==> src/rtl/fixed_pkg.sv <==
// -----------------------------------------------------------------------------
// fixed_pkg
// Shared definitions for the signed QN.Q sequential divider:
//   - fixed_state_e : controller states (IDLE, CALC, FIX)
//   - FIXED_CNT_W   : step-counter width for the default N=16, Q=8 build
//   - fixed_cnt_w() : step-counter width for any N, Q
//   - fixed_sat()   : saturation bit patterns (max positive / min negative)
// -----------------------------------------------------------------------------
package fixed_pkg;

    typedef enum logic [1:0] {
        IDLE = 2'd0,
        CALC = 2'd1,
        FIX  = 2'd2
    } fixed_state_e;

    localparam int unsigned FIXED_N_DEF = 16;
    localparam int unsigned FIXED_Q_DEF = 8;
    localparam int unsigned FIXED_CNT_W = $clog2(FIXED_N_DEF + FIXED_Q_DEF + 1);

    // Counter must hold N+Q, the last step index when the guard bit is enabled.
    function automatic int unsigned fixed_cnt_w(input int unsigned n, input int unsigned q);
        return $clog2(n + q + 1);
    endfunction

    // Bit pattern of the saturation value for an n-bit two's-complement word:
    // neg=0 gives 2^(n-1)-1, neg=1 gives -2^(n-1) (which is 2^(n-1) as a pattern).
    function automatic logic [63:0] fixed_sat(input int unsigned n, input logic neg);
        logic [63:0] v;
        if (neg) begin
            v = 64'd1 << (n - 1);
        end else begin
            v = (64'd1 << (n - 1)) - 64'd1;
        end
        return v;
    endfunction

endpackage

==> src/rtl/fixed_sign_mag.sv <==
// -----------------------------------------------------------------------------
// fixed_sign_mag
// Combinational conditional two's-complement negation, used in both directions:
//   signed -> magnitude : neg_i = val_i[N-1]; res_o = |val_i| (N-bit unsigned,
//                         so -2^(N-1) maps to 2^(N-1))
//   magnitude -> signed : neg_i = result sign; res_o = signed N-bit result
// Ports:
//   val_i [N-1:0] input value
//   neg_i         negate when 1
//   res_o [N-1:0] result
// -----------------------------------------------------------------------------
module fixed_sign_mag #(
    parameter int N = 16
) (
    input  logic [N-1:0] val_i,
    input  logic         neg_i,
    output logic [N-1:0] res_o
);

    // Negate or pass through.
    always_comb begin
        res_o = val_i;
        if (neg_i) begin
            res_o = ~val_i + {{(N-1){1'b0}}, 1'b1};
        end else begin
            res_o = val_i;
        end
    end

endmodule

==> src/rtl/fixed_divider.sv <==
// -----------------------------------------------------------------------------
// fixed_divider
// Sequential signed QN.Q divider, C = A / B, using sign-magnitude restoring
// division (one quotient bit per clock) with a start/busy/done handshake.
// Optional build macro FIXED_DIV_ROUND_EN: computes one extra guard bit and
// rounds half away from zero; otherwise the result truncates toward zero.
// Ports:
//   clk   clock (rising edge)
//   rst   asynchronous active-low reset
//   start request, sampled only in IDLE
//   A, B  dividend / divisor, QN.Q signed, captured on accepted start
//   busy  high from the cycle after acceptance until done
//   done  one-cycle pulse, C/ovf/dz valid from this cycle
//   C     quotient, held until the next done
//   ovf   quotient saturated
//   dz    divide by zero
// -----------------------------------------------------------------------------
module fixed_divider
    import fixed_pkg::*;
#(
    parameter int N = 16,
    parameter int Q = 8
) (
    input  logic         clk,
    input  logic         rst,
    input  logic         start,
    input  logic [N-1:0] A,
    input  logic [N-1:0] B,
    output logic         busy,
    output logic         done,
    output logic [N-1:0] C,
    output logic         ovf,
    output logic         dz
);

`ifdef FIXED_DIV_ROUND_EN
    localparam int GUARD = 1;
`else
    localparam int GUARD = 0;
`endif
    localparam int STEPS = N + Q + GUARD;   // quotient bits produced
    localparam int MW    = N + Q + 1;       // final magnitude width (room for the round carry)
    localparam int CW    = int'(fixed_cnt_w(N, Q));

    localparam logic [N-1:0]  SAT_POS = N'(fixed_sat(N, 1'b0));
    localparam logic [N-1:0]  SAT_NEG = N'(fixed_sat(N, 1'b1));
    localparam logic [MW-1:0] LIM_POS = MW'(fixed_sat(N, 1'b0));
    localparam logic [MW-1:0] LIM_NEG = MW'(fixed_sat(N, 1'b1));

    fixed_state_e      state_q;
    logic              sa_q;
    logic              sb_q;
    logic              dzp_q;       // current operation is a divide by zero
    logic [N-1:0]      magb_q;
    logic [STEPS-1:0]  dvd_q;       // dividend bits still to be shifted in, MSB first
    logic [N-1:0]      rem_q;
    logic [STEPS-1:0]  quo_q;
    logic [CW-1:0]     cnt_q;
    logic              busy_q;
    logic              done_q;
    logic [N-1:0]      c_q;
    logic              ovf_q;
    logic              dz_q;

    logic [N-1:0]      mag_a_s;
    logic [N-1:0]      mag_b_s;
    logic [STEPS-1:0]  dvd_init_s;
    logic [N:0]        rem_shift_s;
    logic              ge_s;
    logic [N-1:0]      rem_d;
    logic [STEPS-1:0]  quo_d;
    logic [STEPS-1:0]  dvd_d;
    logic [MW-1:0]     mag_fix_s;
    logic              neg_s;
    logic [N-1:0]      res_val_s;
    logic [N-1:0]      fix_c_s;
    logic              fix_ovf_s;

    fixed_sign_mag #(.N(N)) u_mag_a (
        .val_i (A),
        .neg_i (A[N-1]),
        .res_o (mag_a_s)
    );

    fixed_sign_mag #(.N(N)) u_mag_b (
        .val_i (B),
        .neg_i (B[N-1]),
        .res_o (mag_b_s)
    );

    // Fraction scaling: |A| << Q (plus one more place for the guard bit).
    assign dvd_init_s = STEPS'(mag_a_s) << (Q + GUARD);

    // One restoring step. The shifted remainder is N+1 bits; when its top bit is
    // set it certainly exceeds |B|, and the true difference always fits N bits,
    // so an N-bit modular subtraction is exact.
    always_comb begin
        rem_shift_s = {rem_q, dvd_q[STEPS-1]};
        ge_s        = rem_shift_s[N] | (rem_shift_s[N-1:0] >= magb_q);
        if (ge_s) begin
            rem_d = rem_shift_s[N-1:0] - magb_q;
        end else begin
            rem_d = rem_shift_s[N-1:0];
        end
        quo_d = {quo_q[STEPS-2:0], ge_s};
        dvd_d = {dvd_q[STEPS-2:0], 1'b0};
    end

`ifdef FIXED_DIV_ROUND_EN
    assign mag_fix_s = {1'b0, quo_q[STEPS-1:1]} + MW'(quo_q[0]);
`else
    assign mag_fix_s = {1'b0, quo_q};
`endif

    assign neg_s = sa_q ^ sb_q;

    fixed_sign_mag #(.N(N)) u_res (
        .val_i (mag_fix_s[N-1:0]),
        .neg_i (neg_s),
        .res_o (res_val_s)
    );

    // Result selection in FIX: divide-by-zero, saturation, or signed magnitude.
    always_comb begin
        fix_c_s   = res_val_s;
        fix_ovf_s = 1'b0;
        if (dzp_q) begin
            fix_c_s   = sa_q ? SAT_NEG : SAT_POS;
            fix_ovf_s = 1'b0;
        end else if (neg_s) begin
            if (mag_fix_s > LIM_NEG) begin
                fix_c_s   = SAT_NEG;
                fix_ovf_s = 1'b1;
            end else begin
                fix_c_s   = res_val_s;
                fix_ovf_s = 1'b0;
            end
        end else begin
            if (mag_fix_s > LIM_POS) begin
                fix_c_s   = SAT_POS;
                fix_ovf_s = 1'b1;
            end else begin
                fix_c_s   = mag_fix_s[N-1:0];
                fix_ovf_s = 1'b0;
            end
        end
    end

    // Controller and datapath registers.
    always_ff @(posedge clk or negedge rst) begin
        if (!rst) begin
            state_q <= IDLE;
            sa_q    <= 1'b0;
            sb_q    <= 1'b0;
            dzp_q   <= 1'b0;
            magb_q  <= '0;
            dvd_q   <= '0;
            rem_q   <= '0;
            quo_q   <= '0;
            cnt_q   <= '0;
            busy_q  <= 1'b0;
            done_q  <= 1'b0;
            c_q     <= '0;
            ovf_q   <= 1'b0;
            dz_q    <= 1'b0;
        end else begin
            case (state_q)
                IDLE: begin
                    done_q <= 1'b0;
                    if (start) begin
                        sa_q    <= A[N-1];
                        sb_q    <= B[N-1];
                        dzp_q   <= (B == '0);
                        magb_q  <= mag_b_s;
                        dvd_q   <= dvd_init_s;
                        rem_q   <= '0;
                        quo_q   <= '0;
                        cnt_q   <= '0;
                        busy_q  <= 1'b1;
                        ovf_q   <= 1'b0;
                        dz_q    <= 1'b0;
                        state_q <= (B == '0) ? FIX : CALC;
                    end else begin
                        busy_q  <= 1'b0;
                    end
                end
                CALC: begin
                    rem_q <= rem_d;
                    quo_q <= quo_d;
                    dvd_q <= dvd_d;
                    cnt_q <= cnt_q + CW'(1);
                    if (cnt_q == CW'(STEPS - 1)) begin
                        state_q <= FIX;
                    end else begin
                        state_q <= CALC;
                    end
                end
                FIX: begin
                    c_q     <= fix_c_s;
                    ovf_q   <= fix_ovf_s;
                    dz_q    <= dzp_q;
                    done_q  <= 1'b1;
                    busy_q  <= 1'b0;
                    state_q <= IDLE;
                end
                default: begin
                    busy_q  <= 1'b0;
                    done_q  <= 1'b0;
                    state_q <= IDLE;
                end
            endcase
        end
    end

    assign busy = busy_q;
    assign done = done_q;
    assign C    = c_q;
    assign ovf  = ovf_q;
    assign dz   = dz_q;

endmodule

==> config.mk <==
export PLATFORM = sky130hd
export DESIGN_NAME = fixed_divider
export DESIGN_NICKNAME = d
export VERILOG_FILES = /design/src/rtl/fixed_pkg.sv /design/src/rtl/fixed_sign_mag.sv /design/src/rtl/fixed_divider.sv
export SDC_FILE = /design/constraint.sdc
export NUM_CORES = 1
export LEC_CHECK = 0
export ABC_AREA = 1
export BUFFER_PORTS_ARGS = -buffer_cell sky130_fd_sc_hd__buf_2
export CAP_MARGIN = 40
export CORE_MARGIN = 2
export CORE_UTILIZATION = 60
export CTS_CLUSTER_SIZE = 14
export DETAILED_ROUTE_END_ITERATION = 12
export GPL_ROUTABILITY_DRIVEN = 0
export PLACE_DENSITY_LB_ADDON = 0.2
export REMOVE_ABC_BUFFERS = 1
export SLEW_MARGIN = 10
export SYNTH_ARGS = -nofsm -noshare
export SYNTH_HDL_FRONTEND = slang
export SYNTH_HIERARCHICAL = 1
export SYNTH_SLANG_ARGS = --single-unit
==> constraint.sdc <==
create_clock -name clk -period 2.4 [get_ports clk]
set_clock_uncertainty 0.15 [all_clocks]
set_input_delay 0 -clock clk [delete_from_list [all_inputs] [get_ports clk]]
set_output_delay 0 -clock clk [all_outputs]
set_load 0.02 [all_outputs]
==> flow_metrics.tcl <==
set metrics [dict create \
    hold_slack_ps 22.11 \
    cp-start-kind "flop" \
    min_path_type "input pin to flop" \
    dr.first_iter.drc_count 656 \
    insertedDiodeCount 0 \
    root_buffer "clkbuf_16" \
    reg2reg_to "dvd_q[8]" \
    fillerInstances 958 \
    synth_edf_count 0 \
    grt_max_degree 49 \
    crit_chain "nor2_1 -> nand2_1 -> inv_2 -> nor2_2 -> buf_4 -> a32o_1 -> dlygate4sd3_1" \
    hold-path-endpoint "sb_q" \
    min_period_over_period_pct 93.46 \
    initial_core_util_pct 62.16 \
    ys_seq_elements 102 \
    yosysTopAreaCell "dfrtp_1" \
    dpl.hpwl_um 12260 \
    startpoint "state_q[1]" \
    antenna_left 0 \
    tritoncts "yes" \
    viasPerCell 5.426 \
    vdd_drop_max_uv 952.8 \
    core-area_mm2 0.01156 \
    cts_max_level 3 \
    period_minus_slack_ps 2243 \
    via_count 6902 \
    clk_latency_ps 350 \
    grt_antenna_before_repair 0 \
    path_buf_inv 3 \
    slew_headroom_pct 59.62 \
    std_cell_rows 39 \
    hold_viol 0 \
    grt_overflow_total 0 \
    post-place-ws_ps 15.26 \
    area_growth_pct 15.28 \
    cp.required_ps 2490 \
    routed_wl_um 17370 \
    clkSinkCount 102 \
    setup_violations 0 \
    post_route_cells_drive_above_1_share_pct 12.67 \
    critPathMaxFanout 31 \
    synth_area_leaders "dfrtp_1 (36%), nand2_1 (19%), inv_1 (7.9%)" \
    grt_pass1_wl_um 29740 \
    cts-buffers-inserted 9 \
    first_pass_iters 6 \
    ys_warn_count 6 \
    p_leak_nw 4.511 \
    fin_ws_ps 157.1 \
    cp_top_family "buffers and inverters" \
    path_class "flop to flop" \
    status "finished clean" \
    wl_per_cell_um 13.66 \
    port_buffers 54 \
    worstPathArrival_ps 2330 \
    hold_start "B[15]" \
    p_per_area_mw_per_mm2 1589 \
    tightestPinTransition_ps 605.6 \
    timing.rr.start "state_q[1]" \
    synth_cell_types 43 \
    track_usage_pct 28.33 \
    synth-async-reset-ratio_pct 100.0 \
    die_w_um 113.5 \
    fin_nets 1180 \
    worst_path_max_delay_cell "dlygate4sd3_1" \
    io_pins 55 \
    multi_input_area_mm2 0.003826 \
    grt_pass1_vias 6444 \
    endpoint_kind "flop" \
    max_stage_delay_ps 550 \
    clk_pin_slew_ps 80 \
    syn_avg_cell_area_um2 6.898 \
    drv_cap 0 \
    drc 0 \
    synth_top_area_share_pct 35.51 \
    syn-instance-count 1042 \
    slew_viol_final 0 \
    dieArea_mm2 0.01287 \
    ff_latch_area_mm2 0.002552 \
    ys_seq_area_share_pct 35.51 \
    clk_path_buf_depth 2 \
    rsz0062_at_grt "false" \
    r2r_slack_ps 160 \
    worstHoldPathCells 3 \
    fmax_mhz 445.8 \
    rr_worst_depth 7 \
    syn_area_mm2 0.007188 \
    chipHeight_um 113.5 \
    synth_flop_cell "dfrtp_1" \
]
stage by stage:
| step | TNS (ps) | area (um^2) | std cells | util (%) | power [mW] |
|---|---|---|---|---|---|
| global placement | 0 | 7582 | 1220 | 65.56 | 11.18 |
| CTS | 0 | 8249 | 1270 | 71.33 | 13.04 |
| global route | 0 | 8287 | 1272 | 71.65 | 14.49 |
| floorplan | -41840 | 6955 | 1002 | - | 9.023 |
| detailed placement | 0 | 7582 | 1220 | 65.56 | 11.37 |
| finish | 0 | 8287 | 1272 | 71.65 | 13.17 |
worst max-delay path by stage:
| stage | endpoint | slack, ps | depth (start not counted) |
|---|---|---|---|
| after floorplan | cnt_q[3] | -940 | 4 |
| after global placement | rem_q[13] | 120 | 14 |
| after detailed placement | rem_q[13] | 20 | 14 |
| after CTS | rem_q[14] | 20 | 14 |
| after global routing | rem_q[11] | 30 | 15 |
| final | dvd_q[8] | 160 | 7 |
synthesized netlist by cell type (2+ instances only):
master and count:
inv_1 152, o21ai_4 3, buf_6 2, buf_2 14, a21oi_1 23, o31ai_1 2, nand3b_1 9, nor2_1 51
o22ai_1 23, nand2_2 7, ha_1 20, clkbuf_1 13, nor4_1 2, nand3_1 105, o21bai_4 3, xnor2_1 11
and2_1 3, nor2_2 9, nand4_1 29, xor2_1 14, a22oi_1 14, dfrtp_1 102, nand3_2 8, o21ai_1 6
o211ai_1 2, nand2_1 357, inv_2 6, o21ai_0 28, buf_4 9, clkinv_1 2
worst register-to-register path, stage by stage (launching register included):
cell and delay (ps):
dfrtp_1 410, nor2_1 270, nand2_1 130, inv_2 90, nor2_2 40, buf_4 250
a32o_1 240, dlygate4sd3_1 550
where the power goes:
part	switching (mW)	internal (mW)	total, mW
Combinational	5.55	3.15	8.70
Sequential	0.482	2.44	2.92
Clock	0.709	0.835	1.54
final cells by class:
class                           instances  area share, %
Timing Repair Buffer                  111          9.784
Clock buffer                            9          2.718
Tap cell                              143          2.159
Sequential cell                       102          30.80
Inverter                              160          7.247
Clock inverter                          7          1.117
Multi-Input combinational cell        740          46.17
cell families (layout without fill, tap and decap cells):
kind of cell	count (synthesis)	in the layout	share of synthesized area [%]
DFF	102	102	35.51
buffers and inverters	200	287	11.59
AOI/OAI and AO/OA	108	108	9.922
and+or+nand+nor	585	585	35.94
xor gates and xnor gates	26	26	3.272
adders and majority gates	21	21	3.760
sequential cells by signal, indices dropped and copies added (netlist names), 2 cells and up:
signal and cells:
C 16, cnt_q 5, dvd_q 16, magb_q 16, quo_q 24, rem_q 16
state_q 2
placed cells by master (no fill, tap or decap), types with 3 or more instances in the layout:
cell type        n
and2_1           3
buf_4           22
nand2_2          8
nor2_2          11
o22ai_1         23
inv_1          151
clkbuf_16        9
inv_2            7
dlygate4sd3_1   34
nand3_2          9
o21bai_4         3
buf_2           53
o21ai_0         28
xor2_1          14
nand2_1        356
xnor2_1         11
a21oi_1         23
nand4_1         29
nand3b_1         9
nand3_1        104
a22oi_1         14
dfrtp_1        102
ha_1            20
nor2_1          49
o21ai_1          6
o21ai_4          3
routing by layer:
| layer | wire length, um | up-vias | global-route usage [%] |
|---|---|---|---|
| met5 | 0 | - | 0 |
| met4 | 421 | 0 | 9.512 |
| met3 | 735 | 36 | 3.666 |
| met2 | 8452 | 214 | 47.78 |
| met1 | 7763 | 3159 | 38.07 |
| li1 | - | 3493 | - |
repair_timing:
item                                   in CTS  in global routing
endpoints found under the hold margin     117                  0
setup buffers                               0                  2
resized for setup                           1                  4
hold buffers                               34                  0
pin swaps                                   0                  1
setup endpoints to repair                   2                 16
No activity file was read; power rests on OpenSTA's default activity.
